### config.mk
export PLATFORM = sky130hd
export DESIGN_NAME = pulse_period_ctrl
export DESIGN_NICKNAME = d
export VERILOG_FILES = /design/src/rtl/pulse_period_ctrl.sv
export SDC_FILE = /design/constraint.sdc
export NUM_CORES = 1
export LEC_CHECK = 0
export BUFFER_PORTS_ARGS = -buffer_cell sky130_fd_sc_hd__buf_2
export CAP_MARGIN = 10
export CORE_UTILIZATION = 45
export CTS_CLUSTER_DIAMETER = 150
export DETAILED_ROUTE_END_ITERATION = 8
export SLEW_MARGIN = 0
export SYNTH_ARGS = -nofsm -noshare
export SYNTH_HDL_FRONTEND = slang
export SYNTH_SLANG_ARGS = --single-unit
export TNS_END_PERCENT = 10
### constraint.sdc
create_clock -name clk -period 5.15 [get_ports clk]
set_input_delay 0.515 -clock clk [delete_from_list [all_inputs] [get_ports clk]]
set_output_delay 0.515 -clock clk [all_outputs]
set_load 0.02 [all_outputs]
### src/rtl/pulse_period_ctrl.sv
// ============================================================================
// Module   : pulse_period_ctrl
// Purpose  : Converts two raw active-low push-buttons into the period word
//            for the pulse generator. Each key is synchronised and debounced.
//            An up/down press steps the period with saturation, and pressing
//            both keys restores the default period.
// Options  : `define PULSE_PERIOD_AUTO_REPEAT_EN to auto-repeat steps while a
//            key is held.
// Revision : 1.0 - initial release
// ============================================================================
`default_nettype none

module pulse_period_ctrl #(
    parameter int N            = 26,
    parameter int DEBOUNCE_CYC = 1000000,
    parameter int STEP         = 50000,
    parameter int PERIOD_MIN   = 100000,
    parameter int PERIOD_MAX   = 50000000,
    parameter int PERIOD_INIT  = 25000000,
    parameter int REPEAT_DLY   = 25000000,
    parameter int REPEAT_RATE  = 5000000
) (
    input  logic         clk,
    input  logic         reset_n,
    input  logic         key_up_n,
    input  logic         key_down_n,
    output logic [N-1:0] period_param,
    output logic         param_valid,
    output logic         at_min,
    output logic         at_max
);

    // ------------------------------------------------------------------------
    // Constants
    // ------------------------------------------------------------------------
    localparam int          c_db_w          = (DEBOUNCE_CYC > 1) ? $clog2(DEBOUNCE_CYC) : 1;
    localparam logic [c_db_w-1:0] c_db_last = c_db_w'(DEBOUNCE_CYC - 1);

    // Wide (N+1 bit) copies let the saturation compares see carries.
    localparam logic [N:0]   c_step_w      = (N+1)'(STEP);
    localparam logic [N:0]   c_max_w       = (N+1)'(PERIOD_MAX);
    localparam logic [N:0]   c_min_step_w  = (N+1)'(PERIOD_MIN) + (N+1)'(STEP);
    localparam logic [N-1:0] c_step_n      = N'(STEP);
    localparam logic [N-1:0] c_min_n       = N'(PERIOD_MIN);
    localparam logic [N-1:0] c_max_n       = N'(PERIOD_MAX);
    localparam logic [N-1:0] c_init_n      = N'(PERIOD_INIT);

    typedef enum logic [1:0] {
        S_IDLE = 2'd0,
        S_HELD = 2'd1,
        S_LOCK = 2'd2
    } state_t;

    // ------------------------------------------------------------------------
    // Declarations
    // ------------------------------------------------------------------------
    logic [1:0]   w_key_raw_n;   // [0] = up, [1] = down
    logic [1:0]   w_pressed;     // debounced, active-high
    logic         w_up;
    logic         w_dn;

    state_t       r_state;
    state_t       w_state_nxt;
    logic         r_held_up;     // which key put us into HELD
    logic         w_held_up_nxt;

    logic [N-1:0] r_period;
    logic [N-1:0] w_period_nxt;
    logic         r_valid;
    logic         r_at_min;
    logic         r_at_max;

    logic [N:0]   w_cur;
    logic [N:0]   w_inc_raw;
    logic [N-1:0] w_inc_sat;
    logic [N-1:0] w_dec_sat;
    logic [N-1:0] w_step_held;
    logic         w_held_key;
    logic         w_other_key;

    assign w_key_raw_n = {key_down_n, key_up_n};

    // ------------------------------------------------------------------------
    // Per-key synchroniser and debouncer
    // ------------------------------------------------------------------------
    for (genvar gi = 0; gi < 2; gi++) begin : g_key
        logic              r_meta_n;
        logic              r_sync_n;
        logic              r_db_n;
        logic [c_db_w-1:0] r_cnt;

        // Two-flop synchroniser; idles at "released" so reset never looks like a press.
        always_ff @(posedge clk or negedge reset_n) begin
            if (!reset_n) begin
                r_meta_n <= 1'b1;
                r_sync_n <= 1'b1;
            end else begin
                r_meta_n <= w_key_raw_n[gi];
                r_sync_n <= r_meta_n;
            end
        end

        // Accept a new level only after it has differed for DEBOUNCE_CYC cycles in a row.
        always_ff @(posedge clk or negedge reset_n) begin
            if (!reset_n) begin
                r_db_n <= 1'b1;
                r_cnt  <= '0;
            end else if (r_sync_n == r_db_n) begin
                r_cnt  <= '0;
            end else if (r_cnt == c_db_last) begin
                r_db_n <= r_sync_n;
                r_cnt  <= '0;
            end else begin
                r_cnt  <= r_cnt + 1'b1;
            end
        end

        assign w_pressed[gi] = ~r_db_n;
    end

    assign w_up = w_pressed[0];
    assign w_dn = w_pressed[1];

    // ------------------------------------------------------------------------
    // Saturating step arithmetic
    // ------------------------------------------------------------------------
    assign w_cur     = {1'b0, r_period};
    assign w_inc_raw = w_cur + c_step_w;
    assign w_inc_sat = (w_inc_raw > c_max_w) ? c_max_n : w_inc_raw[N-1:0];
    // Guard against going under PERIOD_MIN before subtracting, so the
    // subtraction itself can never wrap.
    assign w_dec_sat = (w_cur < c_min_step_w) ? c_min_n : (r_period - c_step_n);

    assign w_step_held = r_held_up ? w_inc_sat : w_dec_sat;
    assign w_held_key  = r_held_up ? w_up : w_dn;
    assign w_other_key = r_held_up ? w_dn : w_up;

    // ------------------------------------------------------------------------
    // Optional auto-repeat timer
    // ------------------------------------------------------------------------
`ifdef PULSE_PERIOD_AUTO_REPEAT_EN
    localparam int c_rep_max = (REPEAT_DLY > REPEAT_RATE) ? REPEAT_DLY : REPEAT_RATE;
    localparam int c_rep_w   = $clog2(c_rep_max + 1);
    localparam logic [c_rep_w-1:0] c_rep_dly_last  = c_rep_w'(REPEAT_DLY - 1);
    localparam logic [c_rep_w-1:0] c_rep_rate_last = c_rep_w'(REPEAT_RATE - 1);

    logic [c_rep_w-1:0] r_rep_cnt;
    logic               r_rep_first;   // still waiting for the initial hold delay
    logic               w_rep_fire;

    assign w_rep_fire = r_rep_first ? (r_rep_cnt == c_rep_dly_last)
                                    : (r_rep_cnt == c_rep_rate_last);

    // Hold timer: counts only while HELD persists, restarts after each repeat step.
    always_ff @(posedge clk or negedge reset_n) begin
        if (!reset_n) begin
            r_rep_cnt   <= '0;
            r_rep_first <= 1'b1;
        end else if ((r_state != S_HELD) || (w_state_nxt != S_HELD)) begin
            r_rep_cnt   <= '0;
            r_rep_first <= 1'b1;
        end else if (w_rep_fire) begin
            r_rep_cnt   <= '0;
            r_rep_first <= 1'b0;
        end else begin
            r_rep_cnt   <= r_rep_cnt + 1'b1;
        end
    end
`endif

    // ------------------------------------------------------------------------
    // Control FSM
    // ------------------------------------------------------------------------

    // State register and held-key memory.
    always_ff @(posedge clk or negedge reset_n) begin
        if (!reset_n) begin
            r_state   <= S_IDLE;
            r_held_up <= 1'b0;
        end else begin
            r_state   <= w_state_nxt;
            r_held_up <= w_held_up_nxt;
        end
    end

    // Next state and next period value.
    always_comb begin
        w_state_nxt   = r_state;
        w_held_up_nxt = r_held_up;
        w_period_nxt  = r_period;
        case (r_state)
            S_IDLE: begin
                if (w_up && w_dn) begin
                    w_period_nxt = c_init_n;
                    w_state_nxt  = S_LOCK;
                end else if (w_up) begin
                    w_period_nxt  = w_inc_sat;
                    w_held_up_nxt = 1'b1;
                    w_state_nxt   = S_HELD;
                end else if (w_dn) begin
                    w_period_nxt  = w_dec_sat;
                    w_held_up_nxt = 1'b0;
                    w_state_nxt   = S_HELD;
                end
            end
            S_HELD: begin
                if (w_other_key) begin
                    w_period_nxt = c_init_n;
                    w_state_nxt  = S_LOCK;
                end else if (!w_held_key) begin
                    w_state_nxt  = S_IDLE;
                end
`ifdef PULSE_PERIOD_AUTO_REPEAT_EN
                else if (w_rep_fire) begin
                    w_period_nxt = w_step_held;
                end
`endif
            end
            S_LOCK: begin
                // Wait for both keys to be let go before accepting new presses.
                if (!w_up && !w_dn) begin
                    w_state_nxt = S_IDLE;
                end
            end
            default: begin
                w_state_nxt = S_IDLE;
            end
        endcase
    end

`ifndef PULSE_PERIOD_AUTO_REPEAT_EN
    // Without auto-repeat the held step value has no consumer.
    logic w_unused_step;
    assign w_unused_step = ^w_step_held;
`endif

    // ------------------------------------------------------------------------
    // Output registers
    // ------------------------------------------------------------------------

    // Period, change strobe and bound flags all update on the same edge.
    always_ff @(posedge clk or negedge reset_n) begin
        if (!reset_n) begin
            r_period <= c_init_n;
            r_valid  <= 1'b0;
            r_at_min <= (c_init_n == c_min_n);
            r_at_max <= (c_init_n == c_max_n);
        end else begin
            r_period <= w_period_nxt;
            r_valid  <= (w_period_nxt != r_period);
            r_at_min <= (w_period_nxt == c_min_n);
            r_at_max <= (w_period_nxt == c_max_n);
        end
    end

    assign period_param = r_period;
    assign param_valid  = r_valid;
    assign at_min       = r_at_min;
    assign at_max       = r_at_max;

endmodule

`default_nettype wire

==> results of run 1 <==
## flip-flops by register name, summed over array words and instances, names as in the netlist
signal	cells
at_max	1
at_min	1
g_key.r_cnt	40
g_key.r_db_n	2
g_key.r_meta_n	2
g_key.r_sync_n	2
param_valid	1
period_param	26
r_held_up	1
r_state	2
## kinds of logic (layout without fill, tap and decap cells)
kind of cell	count (synthesis)	in the layout	share of synthesized area, %
simple gates	333	333	28.1
mux	9	9	1.54
fa+ha+maj	7	7	1.46
flops	78	78	32.9
buf+inv	70	100	4.71
other cells	0	1	0
xor+xnor	38	38	5.54
compound gates	233	233	25.8
## per-stage QoR
step / hold slack [ps] / setup slack [ps] / cell area (µm²) / total power, mW / utilization, %
6_report: 58.9 / 415 / 6710 / 1.31 / 52.4
2_1_floorplan: 219 / 993 / 6000 / 0.645 / -
3_3_place_gp: 346 / 518 / 6410 / 0.662 / 50.0
5_1_grt: 73.4 / 150 / 6710 / 1.35 / 52.3
4_1_cts: 57.7 / 563 / 6710 / 1.32 / 52.3
3_5_place_dp: 347 / 549 / 6410 / 0.663 / 50.0
## cells in the mapped netlist (6+ instances only)
cell type,n,share of area (%)
buf_2,7,0.58
and3_1,17,1.8
xnor2_1,18,2.6
nand4_1,16,1.7
ha_1,7,1.5
nand3_1,27,2.3
or2_2,9,0.94
buf_1,6,0.38
and2_1,6,0.63
a22oi_1,6,0.75
nor3_1,23,1.9
nand2_1,73,4.6
nor2b_1,12,1.3
o22a_1,6,0.88
mux2i_1,7,1.2
o211ai_1,12,1.5
inv_1,19,1.2
o21ai_0,55,4.6
or3_1,15,1.6
a21oi_1,53,4.4
nor2_1,91,5.7
a211oi_1,9,1.1
o31ai_1,7,0.88
xor2_1,20,2.9
clkbuf_1,35,2.2
a21o_1,12,1.5
dfrtp_1,60,25
dfstp_2,18,7.9
o21a_1,7,0.88
a31oi_1,13,1.4
nor4_1,16,1.7
## report_power, final
| group | switching (mW) | internal (mW) |
|---|---|---|
| Combinational | 0.0205 | 0.00622 |
| Sequential | 0.00413 | 0.620 |
| Clock | 0.276 | 0.380 |
## worst max-delay path: cells and delay by family (launching register included)
kind / cells / cell delay [ps]
and+or+nand+nor: 5 / 1680
DFF: 1 / 350
AOI/OAI and AO/OA: 6 / 1980
buffers and inverters: 2 / 360
adders and majority gates: 1 / 230
## cell type report
class | count | share of cell area, %
Timing Repair Buffer | 64 | 6.00
Tap cell | 172 | 3.21
Sequential cell | 78 | 29.4
Clock inverter | 6 | 1.02
Antenna cell | 1 | 0.0373
Multi-Input combinational cell | 620 | 55.8
Inverter | 20 | 1.12
Clock buffer | 10 | 3.41
## worst paths after layout
path                                   startpoint  slack [ps]                  to  cells past startpoint
worst max-delay path              period_param[5]         410         param_valid                     14
worst max register to register    period_param[5]         410         param_valid                     14
worst min register to register  g_key[1].r_meta_n         350   g_key[1].r_sync_n                      0
min in group clk                         key_up_n         270   g_key[0].r_meta_n                      1
max in group asynchronous                 reset_n        4020  g_key[0].r_cnt[14]                      2
worst min-delay path                      reset_n          60     period_param[5]                      1
## routing by layer
layer | wire, µm | vias up
li1 | - | 2892
met1 | 8940 | 3061
met2 | 10200 | 400
met3 | 2190 | 94
met4 | 1440 | 0
met5 | 0 | -
==> flow_summary.toml, run 1 <==
[run_status]
status = "finished, final reports clean"

[timing]
setup_viol = 0
rsz0062_at_grt = "no"
slew_headroom_pct = 31.4
worst_pin_slew_ps = 1030
final_hold_viol_count = 0
clock_skew_ps = 13.1
fmax_ghz = 0.211
layout_min_cycle_time_ps = 4740
drv_slew = 0
setup_tns_ps = 0
period_share_pct = 91.9

[synthesis]
synth_cell_types = 74
syn_area_um2 = 6000
syn_nets = 779
synth_edf_count = 0
syn_area_per_cell_um2 = 7.82
synth_flop_cell = "dfrtp_1"
yosys_register_bits = 78
yosysSeqAreaShare_pct = 32.9
yosys_warnings = 0
synthesis.instances = 768
synthArstFlopShare_pct = 100

[placed_design]
dp_hpwl_mm = 16.8
place_inst = 954
gp_congestion = 1.04
placement.io_buffers = 32

[global_route]
grt-busiest-layer = "met2"
grt_use_total_pct = 33.4
grt_pass1_vias = 6134
use_met1_pct = 41.5
antenna_found_initial = 0
globalRoute.totalOverflow = 0
grt_use_met2_pct = 53.0
met3_usage_pct = 6.78
grt_max_degree = 58
grt_pass1_wl_mm = 35.2

[power]
p_per_area_nw_per_um2 = 195
p_leak_nw = 2.69
peakVddDrop_v = 0.000143

[routing]
drc = 0
viasPerCell = 6.64
ant_nets = 0
wl_per_cell_um = 23.4
drt_iter0_markers = 797
dr_total_vias = 6447
routed_wl_mm = 22.7
first_pass_iters = 6

[cts]
cts_buffers = 9
worstSkewPairLatency_ps = 350
cts.path.max_buffers = 2
cts_sinks = 78
cts_setup_buffers = 0
cts_tree = "done"
postCtsResizedCells = 0
cts_hold_buf = 0
htreeDepth = 3
cts_root_buf = "clkbuf_16"
path_clk_slew_ps = 70

[worst_setup_path]
end_kind = "register"
path_class = "reg -> reg"
crit_chain = "buf_4 -> inv_1 -> ha_1 -> nand2b_1 -> a211o_1 -> a21oi_1 -> a21oi_1 -> o211a_1 -> a31oi_1 -> nand4_1 -> nor4_1 -> o211ai_1 -> or3_1 -> or4_1"
crit_fanout = 15
start_kind = "register"
cp_data_required_time_ps = 5370
crit_path_frequent_cell = "a21oi_1"
max_stage_delay_ps = 750
critPathSlowestCell = "a21oi_1"
crit_arrival_ps = 4950

[layout]
final_cell_mix = "nor2_1 (91), nand2_1 (73), dfrtp_1 (60)"
regArea_um2 = 1970
instances_no_fill = 971
fill_cells = 1279
area_growth_pct = 11.8
layout.nets = 804
drive_above_1_share_pct = 14.4
multi_input_area_um2 = 3750
layout_commonest_cell = "nor2_1"

[floorplanning]
die_area_um2 = 13800
die_w_um = 118
ios = 33
start_util_pct = 46.8
placementRows = 41
die_h_um = 118
core_um2 = 12800

[worst_hold_path]
hp-class = "in -> async"

[run]
cap_violations = 0
Power figures use the tool's default switching activity.
==> run 2, diff against run 1 <==
--- a/config.mk
+++ b/config.mk
@@ -10,6 +10,7 @@
 export CORE_UTILIZATION = 45
 export CTS_CLUSTER_DIAMETER = 150
 export DETAILED_ROUTE_END_ITERATION = 8
+export PLACE_DENSITY = 0.61
 export SLEW_MARGIN = 0
 export SYNTH_ARGS = -nofsm -noshare
 export SYNTH_HDL_FRONTEND = slang
==> flow_summary.toml, run 2 (synthesis gave the netlist of run 1 again) <==
[run_status]
status = "finished, final reports clean"

[global_route]
grt_pass1_vias = 6297
grt_pass1_wl_mm = 35.1
grt_use_total_pct = 33.2
grt_max_degree = 79
globalRoute.totalOverflow = 0
antenna_found_initial = 0

[timing]
fmax_ghz = 0.202
period_share_pct = 96.3
setup_viol = 0
rsz0062_at_grt = "no"
drv_slew = 0
slew_headroom_pct = 30.2
worst_pin_slew_ps = 1050
clock_skew_ps = 9.96
layout_min_cycle_time_ps = 4960
setup_tns_ps = 0
final_hold_viol_count = 0

[power]
p_clk_share_pct = 53.0
p_per_area_nw_per_um2 = 205
peakVddDrop_v = 0.000180
netSwitchingPower_mw = 0.303
p_leak_nw = 2.72
swShare_pct = 21.9
power_frac_comb_pct = 1.9
p_seq_share_pct = 45.1
p_int_mw = 1.08

[worst_setup_path]
cp_data_required_time_ps = 5390
crit_arrival_ps = 5200
crit_chain = "o21ai_0 -> a21o_1 -> a21oi_1 -> nor3_1 -> o32ai_1 -> nor3_1 -> o31ai_1 -> buf_4 -> o22ai_1 -> nor4_1 -> nand4b_1 -> nor4_1"
max_stage_delay_ps = 800
end_kind = "register"
critPathSlowestCell = "o32ai_1"
start_kind = "register"
startpoint = "period_param[6]"
r2r_start = "period_param[6]"
path_class = "reg -> reg"
crit_fanout = 15

[layout]
area_growth_pct = 12.5
fill_cells = 1298
final_cell_mix = "nor2_1 (91), nand2_1 (73), dfrtp_1 (60)"
diodes = 0
largest_reg_flops = 40
layout_commonest_cell = "nor2_1"
layout.nets = 805
regMostFlops = "g_key.r_cnt"
final_cell_area_um2 = 6760
drive_above_1_share_pct = 14.5
final_core_util_pct = 52.7

[routing]
dr_total_vias = 6436
drt_iter0_markers = 790
viasPerCell = 6.63
routed_wl_mm = 22.5
drc = 0
ant_nets = 0
first_pass_iters = 6
wl_per_cell_um = 23.2

[placed_design]
gp_congestion = 1.01
dp_hpwl_mm = 16.4
placement.io_buffers = 32
place_area_um2 = 6420

[cts]
path_clk_slew_ps = 70
cts_tree = "done"
cts_root_buf = "clkbuf_16"
worstSkewPairLatency_ps = 350
cts_hold_buf = 0
cts.path.max_buffers = 2
cts_buffers = 9
htreeDepth = 3
cts_sinks = 78
cts_setup_buffers = 0
postCtsResizedCells = 0

[floorplanning]
die_w_um = 118
start_util_pct = 46.8
die_h_um = 118
die_area_um2 = 13800
ios = 33
core_um2 = 12800
placementRows = 41

[run]
cap_violations = 0

[worst_hold_path]
hp-class = "in -> reg"
hp-start = "key_down_n"
[run 2: cell types whose count changed in the layout (fill, tap and decap cells not counted), sizes merged]
cell | before | now
inv | 22 | 20
buf | 64 | 65
diode | 1 | 0
clkbuf | 10 | 12
clkinvlp | 1 | 0
bufinv | 1 | 2
[run 2: per-layer routing]
layer	track usage [%]	vias up	wire length, µm
met2	51.1	395	10100
met4	22.7	0	1630
met1	42.2	3058	8680
li1	-	2881	-
met3	6.20	102	2110
met5	0	-	0
[run 2: final timing paths]
kind                                      end  slack (ps)  depth (start not counted)
hold reg to reg             g_key[1].r_sync_n         360                          0
setup reg to reg                       at_max         190                         12
max in group asynchronous  g_key[0].r_cnt[17]        4120                          1
setup / recovery                       at_max         190                         12
hold / removal              g_key[1].r_meta_n         260                          1
min in group asynchronous    period_param[10]         290                          1
[run 2: power by group through the flow]
stage	registers (mW)	logic (mW)	clock network [mW]
finish	0.624	0.0259	0.734
floorplan	0.634	0.0112	0
detailed placement	0.635	0.0272	0
global placement	0.635	0.0263	0
CTS	0.624	0.0273	0.740
global route	0.625	0.0314	0.762
[run 2: through the flow]
| stage | setup WS (ps) | power [mW] | cells | hold WS, ps |
|---|---|---|---|---|
| 3_5_place_dp | 359 | 0.662 | 955 | 349 |
| 4_1_cts | 318 | 1.39 | 971 | 256 |
| 3_3_place_gp | 452 | 0.661 | 955 | 347 |
| 2_1_floorplan | 993 | 0.645 | 768 | 219 |
| 5_1_grt | 103 | 1.42 | 971 | 255 |
| 6_report | 191 | 1.38 | 971 | 261 |
[run 2: critical path: cells and delay by family (launching register included)]
family / cells / cell delay (ps)
AND/OR/NAND/NOR: 5 / 1230
flip-flops: 1 / 700
buffers and inverters: 1 / 290
AO/OA/AOI/OAI: 6 / 2620
[run 2: area by class of cell]
| type | count | area, µm² | share of cell area [%] |
|---|---|---|---|
| multi-input combinational | 620 | 3750 | 55.5 |
| sequential | 78 | 1970 | 29.2 |
| timing repair buffer | 65 | 410 | 6.08 |
| clock buffer | 12 | 256 | 3.80 |
| tap | 172 | 215 | 3.19 |
| clock inverter | 4 | 77.6 | 1.15 |
| inverter | 20 | 75.1 | 1.11 |
